[src/rtl/control_jugada.sv]
// control_jugada: move controller for an 8x8 minesweeper board held in external RAM.
module control_jugada #(
  parameter int N_MINES = 10
) (
  input  logic       clk,
  input  logic       rst,
  input  logic [3:0] X,
  input  logic [3:0] Y,
  input  logic       accion,
  input  logic       req,
  output logic       ack,
  output logic       err,
  output logic       busy,
  output logic [5:0] mem_addr,
  output logic       mem_rd_en,
  input  logic [8:0] mem_rdata,
  output logic       mem_we,
  output logic [8:0] mem_wdata,
  output logic [3:0] flags_left,
  output logic [6:0] revealed_cnt,
  output logic       game_over,
  output logic       win
);
  typedef enum logic [2:0] {IDLE, RD, EVAL, WR, DONE} state_t;
  localparam logic [6:0] SAFE_CELLS = 7'(64 - N_MINES);
  state_t state;
  logic act, tog_ok, rev_ok, ok;
  logic [8:0] nxt_word;
  logic [6:0] nxt_cnt;
  assign busy = state != IDLE;
  always_comb begin
    tog_ok = !mem_rdata[6] && (mem_rdata[7] || flags_left != 4'd0);
    rev_ok = !mem_rdata[7] && !mem_rdata[6];
    ok = act ? tog_ok : rev_ok;
    nxt_word = act ? mem_rdata ^ 9'h080 : mem_rdata | 9'h040;
    nxt_cnt = revealed_cnt + 7'd1;
  end
  // Counters and sticky flags change on entry to WR so they are visible during the write cycle.
  always_ff @(posedge clk) begin
    if (rst) begin
      state <= IDLE;
      act <= 1'b0;
      ack <= 1'b0;
      err <= 1'b0;
      mem_rd_en <= 1'b0;
      mem_we <= 1'b0;
      mem_wdata <= 9'd0;
      mem_addr <= 6'd0;
      flags_left <= 4'(N_MINES);
      revealed_cnt <= 7'd0;
      game_over <= 1'b0;
      win <= 1'b0;
    end else begin
      ack <= 1'b0;
      err <= 1'b0;
      mem_rd_en <= 1'b0;
      mem_we <= 1'b0;
      case (state)
        IDLE: if (req) begin
          act <= accion;
          mem_addr <= {Y[2:0], X[2:0]};
          if (X > 4'd7 || Y > 4'd7 || game_over || win) begin
            state <= DONE;
            ack <= 1'b1;
            err <= 1'b1;
          end else begin
            state <= RD;
            mem_rd_en <= 1'b1;
          end
        end
        RD: state <= EVAL;
        EVAL: if (ok) begin
          state <= WR;
          mem_we <= 1'b1;
          mem_wdata <= nxt_word;
          if (act) flags_left <= mem_rdata[7] ? flags_left + 4'd1 : flags_left - 4'd1;
          else if (mem_rdata[8]) game_over <= 1'b1;
          else begin
            revealed_cnt <= nxt_cnt;
            if (nxt_cnt == SAFE_CELLS) win <= 1'b1;
          end
        end else begin
          state <= DONE;
          ack <= 1'b1;
          err <= 1'b1;
        end
        WR: begin
          state <= DONE;
          ack <= 1'b1;
        end
        default: state <= IDLE;
      endcase
    end
  end
endmodule

[config.mk]
export PLATFORM = sky130hd
export DESIGN_NAME = control_jugada
export DESIGN_NICKNAME = d
export VERILOG_FILES = /design/src/rtl/control_jugada.sv
export SDC_FILE = /design/constraint.sdc
export NUM_CORES = 1
export LEC_CHECK = 0
export CORE_ASPECT_RATIO = 1.75
export CORE_MARGIN = 4
export CORE_UTILIZATION = 37
export CTS_CLUSTER_DIAMETER = 200
export DETAILED_ROUTE_END_ITERATION = 10
export PLACE_DENSITY = 0.67
export SYNTH_ARGS = -nofsm -noshare
export SYNTH_HDL_FRONTEND = slang
export SYNTH_SLANG_ARGS = --single-unit
[constraint.sdc]
create_clock -name clk -period 4.37 [get_ports clk]
set_clock_uncertainty 0.1 [all_clocks]
set_input_delay 0.437 -clock clk [delete_from_list [all_inputs] [get_ports clk]]
set_output_delay 0.437 -clock clk [all_outputs]
set_load 0.005 [all_outputs]
==> flow_metrics.py <==
metrics = {
    "status": {
        "outcome": "complete, no violations",
    },
    "critical_path": {
        "slowest_stage": "a2111oi_4",
        "cp_cell_sequence": "clkdlybuf4s50_1 > nor2_1 > a2111oi_4 > mux2i_1 > nor2_1",
        "cp-end-kind": "flip-flop",
        "max_stage_delay_ns": 0.87,
        "cp.arrival_ns": 2.46,
        "start_kind": "primary input",
        "crit_top_cell": "nor2_1",
        "crit_type": "primary input to flip-flop",
        "path_max_fanout": 12,
        "path_buf_inv": 1,
        "cp.required_ns": 4.44,
        "cpLargestDelayFamily": "compound AO/OA/AOI/OAI gates",
    },
    "floorplanning": {
        "core.rowCount": 32,
        "core_sq_um": 4404,
        "die-width_um": 58.87,
        "io_pins": 54,
        "initial_core_util_pct": 38.04,
        "die_area_sq_um": 5711,
        "fp.dieH_um": 97.02,
    },
    "detailed_routing": {
        "dr.pass1.iters": 4,
        "vias": 1472,
        "vias_per_cell": 5.147,
        "routed_wl_um": 4035,
        "routedWlPerCell_um": 14.11,
        "drtAntennaViolNets": 0,
        "drc": 0,
        "drt_iter0_markers": 30,
    },
    "yosys": {
        "yosys_register_bits": 36,
        "syn_inst": 184,
        "yosys_warnings": 0,
        "synth_cell_types": 44,
        "netlist_area_sq_um": 1675,
        "syn-num-nets": 210,
        "ys_seq_area_share_pct": 43.02,
        "syn-mean-instance-area_sq_um": 9.105,
    },
    "clock_network": {
        "cts_root_buf": "clkbuf_8",
        "numCtsBuffers": 5,
        "ctsHoldBuffers": 0,
        "clkLatencyLatePin_ns": 0.29,
        "cts.reportedPaths.clkPinSlew_ns": 0.08,
        "cts_max_path_buffers": 2,
        "clock_sinks": 36,
        "cts_tree": "built",
        "post-cts-setup-buffers": 0,
        "cts_resized": 0,
        "htreeDepth": 2,
    },
    "placed_design": {
        "post_dp_cell_area_sq_um": 2215,
        "numPortBuffers": 53,
        "hpwl_um": 2905,
        "dp.cells": 278,
        "gp_congestion": 0.7351,
    },
    "final_layout": {
        "drive_above_1_share_pct": 7.660,
        "final_util_pct": 52.27,
        "instances_no_fill": 286,
        "fin_nets": 260,
        "areaGrowthSynthToFinish_pct": 37.42,
        "fill_cells": 430,
        "n_antenna_cell": 0,
        "regArea_sq_um": 720.7,
        "multi_input_area_sq_um": 869.6,
        "final_area_sq_um": 2302,
    },
    "sta": {
        "maxSlewHeadroom_pct": 36.24,
        "tightestPinTransition_ns": 0.9564,
        "slew_violations": 0,
        "finalHoldViolations": 0,
        "rsz0062_at_grt": "false",
        "whs_ns": 0.3531,
        "finalCritPeriodShare_pct": 54.58,
        "fin_setup_tns_ns": 0,
        "fmax_ghz": 0.4193,
        "setup_viol": 0,
        "finalCriticalPeriod_ns": 2.385,
    },
    "global_route": {
        "overflow": 0,
        "gr-usage-all-layers_pct": 15.06,
        "antenna_found_initial": 0,
        "grt_pass1_wl_um": 6672,
        "grt_max_degree": 37,
        "grt_pass1_vias": 1426,
    },
    "job": {
        "drv_cap": 0,
    },
    "hold_path": {
        "hold_class": "flip-flop to flip-flop",
    },
    "power_and_ir_drop": {
        "leakage_nw": 0.8074,
        "p_per_area_nw_per_um2": 283.1,
        "peakVddDrop_mv": 0.2520,
    },
}
metal layers:
metal  GRT usage, %  vias to the layer above  routed length [um]
li1               -                      744                   -
met1          16.58                      683                1616
met2          25.55                       37                2105
met3          3.605                        8                 198
met4          7.853                        0                 114
met5              0                        -                   0
stage by stage:
step                setup slack, ns  total power [mW]
finish                        1.985            0.6517
global route                  1.845            0.6808
CTS                           1.999            0.6625
detailed placement            1.690            0.4223
global placement              1.735            0.4220
floorplan                     2.318            0.3836
cells in the mapped netlist (all sizes together):
| cell type | number | area [sq um] |
|---|---|---|
| a311oi | 2 | 17.52 |
| dfxtp | 36 | 720.7 |
| clkbuf | 6 | 22.52 |
| o21ai | 3 | 15.01 |
| mux2i | 7 | 70.07 |
| ha | 4 | 50.05 |
| a2bb2oi | 1 | 8.760 |
| a211o | 2 | 17.52 |
| nor3b | 2 | 15.01 |
| nand3b | 1 | 7.510 |
| nor2 | 18 | 70.07 |
| or2 | 1 | 6.260 |
| nor4 | 1 | 12.51 |
| and2 | 3 | 18.77 |
| inv | 6 | 22.52 |
| nand4 | 2 | 12.51 |
| o31ai | 1 | 7.510 |
| fa | 1 | 20.02 |
| xor2 | 6 | 52.55 |
| a211oi | 5 | 42.54 |
| a31oi | 2 | 12.51 |
| or3b | 1 | 11.26 |
| nand2b | 1 | 6.260 |
| nand2 | 20 | 75.07 |
| a21oi | 17 | 85.08 |
| nor3 | 7 | 40.04 |
| and3 | 3 | 18.77 |
| o21a | 1 | 7.510 |
| or3 | 3 | 18.77 |
| nand3 | 7 | 35.03 |
| or4 | 1 | 7.510 |
| nor4b | 3 | 47.54 |
| buf | 5 | 40.04 |
| o32ai | 1 | 8.760 |
| a2111oi | 1 | 27.53 |
| xnor2 | 2 | 17.52 |
| nor2b | 1 | 6.260 |
worst paths after layout:
check                           start                         to  slack [ns]  cells after the start
max                      mem_rdata[7]  mem_wdata[1]$_SDFFE_PP0P_        1.98                      5
min reg2reg  mem_addr[0]$_SDFFE_PP0P_   mem_addr[0]$_SDFFE_PP0P_        0.35                      2
max reg2reg     state[1]$_SDFFE_PP0P_  mem_wdata[1]$_SDFFE_PP0P_        2.03                      4
min          mem_addr[0]$_SDFFE_PP0P_   mem_addr[0]$_SDFFE_PP0P_        0.35                      2
flip-flops by register name (all words and copies together), names as in the netlist:
register,flops
err,1
mem_rd_en,1
ack,1
win,1
flags_left,4
state,3
mem_wdata,9
act,1
mem_we,1
game_over,1
mem_addr,6
revealed_cnt,7
final cells by class:
| cell class | instances | share of cell area (%) |
|---|---|---|
| flip-flops and latches | 36 | 31.30 |
| clock buffers | 5 | 2.989 |
| inverters | 6 | 0.9783 |
| clock inverters | 3 | 0.8152 |
| repair buffers | 54 | 23.37 |
| multi-input cells | 131 | 37.77 |
| well taps | 51 | 2.772 |
power breakdown:
part           switching, mW  total, mW  internal (mW)
Clock                  0.127      0.238          0.111
Sequential           0.00704      0.342          0.335
Combinational         0.0315     0.0713         0.0398
cells by family (layout without fill, tap and decap cells):
family	after synthesis	count (layout)	synth area share, %
AO/OA/AOI/OAI	36	36	14.94
multiplexers	7	7	4.182
XOR/XNOR	8	8	4.182
adder cells (fa/ha/maj)	5	5	4.182
flip-flops	36	36	43.02
buffers and inverters	17	68	5.078
AND/OR/NAND/NOR	75	75	24.42
worst min-delay path: stages (launching register included):
cell and delay, ns:
dfxtp_1 0.31, nand2_1 0.05, a21oi_1 0.05
cell usage in the layout, fill, tap and decap left out, drive strengths merged, types with 3 or more instances in the layout:
| master | count |
|---|---|
| and2 | 3 |
| nor2 | 18 |
| nand2 | 20 |
| a211oi | 5 |
| clkbuf | 5 |
| dfxtp | 36 |
| a21oi | 17 |
| xor2 | 6 |
| or3 | 3 |
| ha | 4 |
| clkinv | 3 |
| o21ai | 3 |
| nand3 | 7 |
| clkdlybuf4s50 | 53 |
| mux2i | 7 |
| nor3 | 7 |
| inv | 6 |
| nor4b | 3 |
| and3 | 3 |
Power figures use the tool's default switching activity.
